`src/rtl/pecell_seq_ctrl.sv`:
```
// Purpose : job sequencer for one PE cell. It runs accumulator clear, weight load,
//           data compute and pipeline drain, then pulses done.
// Latency : accept at T -> CLR at T+1; done at T+2+wlen+dlen+DRAIN_CYC (no stalls,
//           dlen!=0). The next command is accepted from the cycle after DONE.
// Backpr. : a low src_valid in LOAD/COMP stalls the job with no timeout. cmd_ready
//           is high only in IDLE, and cmd_* inputs are ignored while busy.
//
// Ports
//   clk, rst_n           rising-edge clock, asynchronous active-low reset
//   cmd_valid/cmd_ready  job command handshake; cmd_wlen/cmd_dlen are the lengths
//   abort                synchronous job abort (ignored in IDLE and DONE)
//   src_valid/src_ready  operand source handshake (beat = src_valid & src_ready)
//   pe_acc_clr           clear PE accumulator (CLR state)
//   pe_w_load            PE latches src word as a weight (LOAD beat)
//   pe_d_en              PE consumes src word as data (COMP beat)
//   busy                 controller not idle
//   done / aborted       one-cycle completion / termination pulses

module pecell_seq_ctrl #(
  parameter int CNT_W     = 8,
  parameter int DRAIN_CYC = 2
) (
  input  logic             clk,
  input  logic             rst_n,
  input  logic             cmd_valid,
  output logic             cmd_ready,
  input  logic [CNT_W-1:0] cmd_wlen,
  input  logic [CNT_W-1:0] cmd_dlen,
  input  logic             abort,
  input  logic             src_valid,
  output logic             src_ready,
  output logic             pe_acc_clr,
  output logic             pe_w_load,
  output logic             pe_d_en,
  output logic             busy,
  output logic             done,
  output logic             aborted
);

  localparam logic [2:0] ST_IDLE  = 3'd0;
  localparam logic [2:0] ST_CLR   = 3'd1;
  localparam logic [2:0] ST_LOAD  = 3'd2;
  localparam logic [2:0] ST_COMP  = 3'd3;
  localparam logic [2:0] ST_DRAIN = 3'd4;
  localparam logic [2:0] ST_DONE  = 3'd5;

  // The beat counter is reused to time DRAIN. It counts 0..DRAIN_CYC-1.
  localparam logic [CNT_W-1:0] DRAIN_LAST =
    (DRAIN_CYC > 0) ? CNT_W'(DRAIN_CYC - 1) : '0;

  // State after the final COMP beat. With no pipeline latency DRAIN is skipped.
  localparam logic [2:0] ST_AFTER_COMP = (DRAIN_CYC == 0) ? ST_DONE : ST_DRAIN;

  logic [2:0]       state_q, state_d;
  logic [CNT_W-1:0] cnt_q, cnt_d;
  logic [CNT_W-1:0] wlen_q, wlen_d;
  logic [CNT_W-1:0] dlen_q, dlen_d;
  logic             aborted_q, aborted_d;

  logic             in_load;
  logic             in_comp;
  logic             beat;
  logic [CNT_W-1:0] cnt_inc;

  // ---------------------------------------------------------------------------
  // Output decode, from registered state only (plus the src_valid qualifier).
  // ---------------------------------------------------------------------------
  assign in_load    = (state_q == ST_LOAD);
  assign in_comp    = (state_q == ST_COMP);

  assign cmd_ready  = (state_q == ST_IDLE);
  assign busy       = (state_q != ST_IDLE);
  assign pe_acc_clr = (state_q == ST_CLR);
  assign done       = (state_q == ST_DONE);
  assign aborted    = aborted_q;

  assign src_ready  = in_load | in_comp;
  assign beat       = src_valid & src_ready;

  // The strobes are qualified by state. LOAD and COMP are exclusive, so
  // w_load and d_en can never assert together.
  assign pe_w_load  = in_load & src_valid;
  assign pe_d_en    = in_comp & src_valid;

  // The count cannot wrap. The counter clears on the beat where cnt+1 equals
  // the length, so it never exceeds 2^CNT_W-2 before that increment.
  assign cnt_inc    = cnt_q + CNT_W'(1);

  // ---------------------------------------------------------------------------
  // Next-state logic
  // ---------------------------------------------------------------------------
  always_comb begin
    state_d   = state_q;
    cnt_d     = cnt_q;
    wlen_d    = wlen_q;
    dlen_d    = dlen_q;
    aborted_d = 1'b0;

    case (state_q)
      ST_IDLE: begin
        if (cmd_valid) begin
          wlen_d  = cmd_wlen;
          dlen_d  = cmd_dlen;
          cnt_d   = '0;
          state_d = ST_CLR;
        end
      end

      ST_CLR: begin
        if (wlen_q != '0) begin
          state_d = ST_LOAD;
        end else if (dlen_q != '0) begin
          state_d = ST_COMP;
        end else begin
          state_d = ST_DONE;
        end
      end

      ST_LOAD: begin
        if (beat) begin
          if (cnt_inc == wlen_q) begin
            cnt_d   = '0;
            state_d = (dlen_q != '0) ? ST_COMP : ST_DONE;
          end else begin
            cnt_d   = cnt_inc;
          end
        end
      end

      ST_COMP: begin
        if (beat) begin
          if (cnt_inc == dlen_q) begin
            cnt_d   = '0;
            state_d = ST_AFTER_COMP;
          end else begin
            cnt_d   = cnt_inc;
          end
        end
      end

      ST_DRAIN: begin
        if (cnt_q == DRAIN_LAST) begin
          cnt_d   = '0;
          state_d = ST_DONE;
        end else begin
          cnt_d   = cnt_inc;
        end
      end

      ST_DONE: begin
        state_d = ST_IDLE;
      end

      default: begin
        cnt_d   = '0;
        state_d = ST_IDLE;
      end
    endcase

    // An abort wins over any transition in an active state. DONE has already
    // finished the job, so it still completes normally.
    if (abort && (state_q != ST_IDLE) && (state_q != ST_DONE)) begin
      state_d   = ST_IDLE;
      cnt_d     = '0;
      aborted_d = 1'b1;
    end
  end

  // ---------------------------------------------------------------------------
  // State registers
  // ---------------------------------------------------------------------------
  always_ff @(posedge clk or negedge rst_n) begin
    if (!rst_n) begin
      state_q   <= ST_IDLE;
      cnt_q     <= '0;
      wlen_q    <= '0;
      dlen_q    <= '0;
      aborted_q <= 1'b0;
    end else begin
      state_q   <= state_d;
      cnt_q     <= cnt_d;
      wlen_q    <= wlen_d;
      dlen_q    <= dlen_d;
      aborted_q <= aborted_d;
    end
  end

endmodule

```
`config.mk`:
```
export PLATFORM = sky130hd
export DESIGN_NAME = pecell_seq_ctrl
export DESIGN_NICKNAME = d
export VERILOG_FILES = /design/src/rtl/pecell_seq_ctrl.sv
export SDC_FILE = /design/constraint.sdc
export NUM_CORES = 1
export LEC_CHECK = 0
export CAP_MARGIN = 15
export CORE_ASPECT_RATIO = 1.25
export CORE_MARGIN = 2
export CORE_UTILIZATION = 54
export DETAILED_ROUTE_END_ITERATION = 6
export GPL_TIMING_DRIVEN = 0
export PLACE_DENSITY = 0.79
export SYNTH_ARGS = -nofsm -noshare
export SYNTH_HDL_FRONTEND = slang
export SYNTH_SLANG_ARGS = --single-unit
```
`constraint.sdc`:
```
create_clock -name clk -period 2.8 [get_ports clk]
set_input_delay 0.7 -clock clk [delete_from_list [all_inputs] [get_ports clk]]
set_output_delay 0.7 -clock clk [all_outputs]
set_load 0.02 [all_outputs]
```
## Word-level counts from Yosys, hierarchy flattened

Index checks and enable logic that the tools add are counted.

- Register bits: 28
- Input bits: 21
- Output and inout bits: 8

- $add $sub $neg: 1
- Equal/unequal tests: 16
- Muxes and demuxes: 19
- Bitwise gates (word level): 4
- Reductions and logical operators: 10

Operators with widths:

| kind | number |
|---|---|
| $mux W8 | 7 |
| $pmux W8 S5 | 1 |
| $mux W3 | 9 |
| $eq A8 B8 Y1 | 2 |
| $reduce_bool A8 Y1 | 2 |
| $pmux W3 S5 | 1 |
| $ne A3 B1 Y1 const B | 4 |
| $add A8 B1 Y8 const B | 1 |
| $eq A8 B1 Y1 const B | 1 |
| $eq A3 B2 Y1 const B | 2 |
| $eq A3 B3 Y1 const B | 2 |
| $ne A3 B3 Y1 const B | 2 |
| $reduce_and A6 Y1 | 1 |
| $reduce_and A4 Y1 | 1 |
| $and A1 B1 Y1 | 3 |
| $eq A3 B1 Y1 const B | 1 |
| $logic_not A3 Y1 | 1 |
| $ne A3 B2 Y1 const B | 1 |
| $reduce_bool A3 Y1 | 1 |
| $logic_and A1 B1 Y1 | 2 |
| $ne A2 B1 Y1 const B | 1 |
| $reduce_and A2 Y1 | 1 |
| $reduce_or A2 Y1 | 1 |
| $mux W1 | 1 |
| $or A1 B1 Y1 | 1 |

## Depth between registers and ports, before layout

- Word-level depth: 6
- Gate-level depth with buffers: 10

## Least setup slack after synthesis

No wires, ideal clock.

- Path kind: flip-flop to flip-flop
- Start: reg state_q[0]
- End: reg dlen_q[0]
- Data arrival time: 2375 ps
- Data required time: 2675 ps
- Path slack: 300 ps
- Stages on the path, launching flop included: 7
- Path buffers: 3
- Period minus slack after synthesis: 2500 ps
- Cells stage by stage: dfrtp_1 bufbuf_16 nor3_1 and2_1 clkbuf_1 buf_1 mux2_2

- Word-level cells in the longest chain between the ends: 2

RTL lines:

| element | line | source |
|---|---|---|
| start, declared | 54 | `logic [2:0] state_q, state_d;` |
| start signal, assigned | 180 | `state_q <= state_d;` |
| $logic_not A3 Y1 | - |  |
| named net cmd_ready | 26 | `output logic cmd_ready,` |
| $reduce_and A2 Y1 (no line) | - |  |
| end signal, assigned | 183 | `dlen_q <= dlen_d;` |
| end, declared | 57 | `logic [CNT_W-1:0] dlen_q, dlen_d;` |

The timed path passes the listed nets, and every way through them passes these cells.
A chain may end at the register's enable or synchronous reset.

## Worst setup path after layout

- Start: reg cnt_q[1]
- End: reg state_q[0]

- Word-level cells in the longest chain between the ends: 4

RTL lines:

| element | line | source |
|---|---|---|
| start, declared | 55 | `logic [CNT_W-1:0] cnt_q, cnt_d;` |
| start signal, assigned | 181 | `cnt_q <= cnt_d;` |
| $add A8 B1 Y8 | 87 | `assign cnt_inc = cnt_q + CNT_W'(1);` |
| $eq A8 B8 Y1, on equally long branches | 132, 121 |  |
| $ne A3 B1 Y1 (no line) | - |  |
| $reduce_and A6 Y1 (no line) (*) | - |  |

Every way passes the cells marked *; elsewhere a longest branch is shown, timed or not.

==> key figures <==
Setup path
  – Arrival @ worst endpoint: ~3.0 ns
  – Worst Setup EP: state_q[0]
  – R2r setup slk: -0.005 ns
  – Worst Setup End Kind: register
  – Reg-to-Reg Start: cnt_q[1]
  – CP startpoint kind: register
  – Worst path cell trace: inv_2, ha_4, or4b_4, o41ai_4, nand4_1, nor4_2, or2_1, a32o_2, a31oi_1, a31oi_1
  – Critical path's slowest cell: or4b_4
  – Worst stage delay on the critical path: 0.47 ns
  – CP bufs+invs: 1
  – CP Data Required Time: approximately 3.0 ns
  – Worst reg2reg path depth: 10
  – Critical Path Source: cnt_q[1]
  – CP Depth: 10
  – R2R Path End: state_q[0]
  – Largest delay share family, worst path: simple AND/OR/NAND/NOR gates
  – CP Max Fanout: 4
  – Cell mode on critical path: a31oi_1
  – Critical path type: register to register

Synthesis
  – Seq/Total Area, Yosys: 0.354
  – Primary FF master, synth: dfrtp_1
  – Yosys cell types: 50
  – Mean Syn Cell Area: 9.66 sq um
  – Synth Net Count: 228
  – Synthesized flop and latch total: 28
  – Gate Count Post-Synth: approximately 210
  – Post-synth EDFFs: 0
  – Mapped Area: slightly below 2000 sq um
  – Synth warn: 0
  – FFs w/ async S/R, synth: 1.00

Route
  – Routed via count: 1703
  – DR WL/cell: 15.8 um
  – First-pass detailed-route iteration total: 4
  – DRC viols: 0
  – Drt total wl: 4.46 mm
  – 1st-iter DRT viols: 134
  – Post-DRT Antenna Nets: 0
  – Vias per inst: 6.04

GRT
  – Met2 GRT Util: 0.409
  – First-pass GRT wire length: 7.36 mm
  – GRT overflow: 0
  – Initial antenna violation count: 0
  – Pin count of the biggest net entering global routing: 21
  – GRT met3 Usage: 0.0289
  – Most used routing layer: met2
  – Vias in the first global route: 1553
  – Met1 Usage GRT: 0.279
  – Gr usage total: 0.232

Cells and area
  – Layout area overhead: 24.0%
  – Layout cells sized above 1: 0.218
  – Post-Layout Cell Count: 282
  – Fillers: roughly 280
  – Total Nets Final: 268
  – Ant. Diodes: 0
  – Fin util: 0.698
  – Multi-input logic area: 1140 sq um
  – Final Cell Area: 2450 sq um
  – FF+latch area: 702 sq um

Status
  – Failing checks: setup timing
  – Status: finished with violations

CTS
  – CTS sink cnt: 28
  – Clock latency on the worst-skew pair: 0.28 ns
  – Number of CTS-inserted buffers: 3
  – CTS tree: done
  – CTS Root Cell: clkbuf_8
  – Clk buf depth: 2
  – Clk pin slew, worst setup/hold paths: around 0.09 ns
  – CTS H-tree lvls: 1

Place
  – Placed inst area: between 2000 and 2500 sq um
  – DP Cell Count: approximately 270
  – Routability congestion estimate: 0.906
  – Post-DP HPWL: 3.29 mm
  – I/O Buffers: 27

STA
  – Crit path time final: 2.81 ns
  – RSZ-0062 raised after global routing: true
  – Slew @ Worst Pin: 0.663 ns
  – Fin Setup TNS: -0.00527 ns
  – Final Hold Viols: 0
  – Clk_skew: around 0.0069 ns
  – Slew Limit Headroom: 0.557
  – Post-route setup slack: -0.00527 ns
  – Final setup fails: 1
  – Period utilisation layout: 1.00
  – Final Slew Violations: 0
  – Max Clk Rate: ~360 MHz

Floorplanning
  – Die Ht: 71.7 um
  – Die area: between 4000 and 5000 sq um
  – Top Ports: 29
  – Initial core utilization: 0.563
  – Die Wd: 58.2 um
  – Core ar.: ~3500 sq um
  – Rows: 24

Pwr
  – Pleak: 0.992 nW
  – Max VDD drop: between 0.6 and 0.7 mV
  – Total power: around 2.4 mW
  – Cell Pwr Density: 966 nW/um^2

Worst hold path
  – HP Class: register to register

Flow run
  – Max Cap Viol: 0
state kept, by name, summed over array words and instances, names as in the netlist:
name	flops
cnt_q	8
dlen_q	8
wlen_q	8
state_q	3
aborted	1
cell usage after synthesis, types with 2 or more instances:
| cell | count | share of area |
|---|---|---|
| dfrtp_1 | 28 | 0.35 |
| nor2_1 | 20 | 0.038 |
| nand2_1 | 17 | 0.032 |
| mux2_2 | 16 | 0.091 |
| xnor2_1 | 14 | 0.062 |
| inv_1 | 10 | 0.019 |
| a31oi_1 | 8 | 0.025 |
| xor2_1 | 7 | 0.031 |
| a21oi_1 | 5 | 0.013 |
| nand4_1 | 5 | 0.016 |
| nor3_1 | 5 | 0.013 |
| nor4_1 | 5 | 0.016 |
| buf_6 | 4 | 0.023 |
| nand3_1 | 4 | 0.010 |
| o21ai_0 | 4 | 0.010 |
| and2_1 | 3 | 0.0095 |
| and3_1 | 3 | 0.0095 |
| clkbuf_1 | 3 | 0.0057 |
| nand2b_1 | 3 | 0.0095 |
| o211ai_1 | 3 | 0.011 |
| buf_4 | 2 | 0.0076 |
| clkbuf_8 | 2 | 0.014 |
| ha_1 | 2 | 0.013 |
| nor3b_1 | 2 | 0.0076 |
| o21ai_1 | 2 | 0.0051 |
| o21bai_1 | 2 | 0.0076 |
| o22ai_1 | 2 | 0.0063 |
| or4_1 | 2 | 0.0076 |
how the worst min path moves through the flow:
stage / start / endpoint / slack (ns) / depth (start not counted)
2_1_floorplan: rst_n / aborted / 0.40 / 0
3_3_place_gp: dlen_q[5] / dlen_q[5] / 0.53 / 1
3_5_place_dp: dlen_q[0] / dlen_q[0] / 0.54 / 1
4_1_cts: dlen_q[0] / dlen_q[0] / 0.56 / 1
5_1_grt: dlen_q[0] / dlen_q[0] / 0.59 / 1
6_report: dlen_q[0] / dlen_q[0] / 0.56 / 1
layout by cell type, fill, tap and decap left out, types with 7 or more instances in the layout:
master	synthesis	routed
nand2_1	17	17
mux2_2	16	16
a31oi_1	8	8
inv_1	10	9
xnor2_1	14	14
xor2_1	7	7
buf_4	2	8
nor2_1	20	18
dfrtp_1	28	27
clkdlybuf4s50_1	0	27
report_power, final:
group	internal [mW]	switching (mW)
Clock	0.0967	0.119
Combinational	0.736	0.690
Sequential	0.569	0.159
kinds of logic (layout without fill, tap and decap cells):
group,Yosys count,after routing,synth area share
adders and majority gates,2,2,0.0126
xor gates and xnor gates,22,22,0.106
DFF,28,28,0.354
muxes,16,16,0.0910
and+or+nand+nor,78,79,0.212
buffers and inverters,23,60,0.0872
AOI/OAI and AO/OA,36,36,0.138
layer usage:
layer / part of all wire / vias up / wire (um)
met5: 0 / - / 0
met1: 0.42 / 817 / 1890
met2: 0.51 / 63 / 2290
met3: 0.040 / 9 / 180
li1: - / 814 / -
met4: 0.023 / 0 / 104
through the flow:
stage                     hold WS, ns  worst slack (ns)
after floorplan                 0.404             0.300
after global placement          0.530            0.0527
after detailed placement        0.537           0.00738
after CTS                       0.557            0.0137
after global routing            0.587           -0.0658
final                           0.558          -0.00527
repair_timing:
action | in CTS | in global routing
pin swaps | 0 | 8
hold buffers | 0 | 0
gates cloned | 0 | 1
endpoints found under the setup margin | 1 | 13
resized for setup | 1 | 9
setup buffers | 0 | 6
final cells by class:
class / count / share of cell area
Clock buffer: 3 / 0.0168
Inverter: 10 / 0.0153
Timing Repair Buffer: 34 / 0.140
Multi-Input combinational cell: 155 / 0.467
Sequential cell: 28 / 0.286
Buffer: 13 / 0.0556
Tap cell: 39 / 0.0199
(Power assumes the default switching activity.)
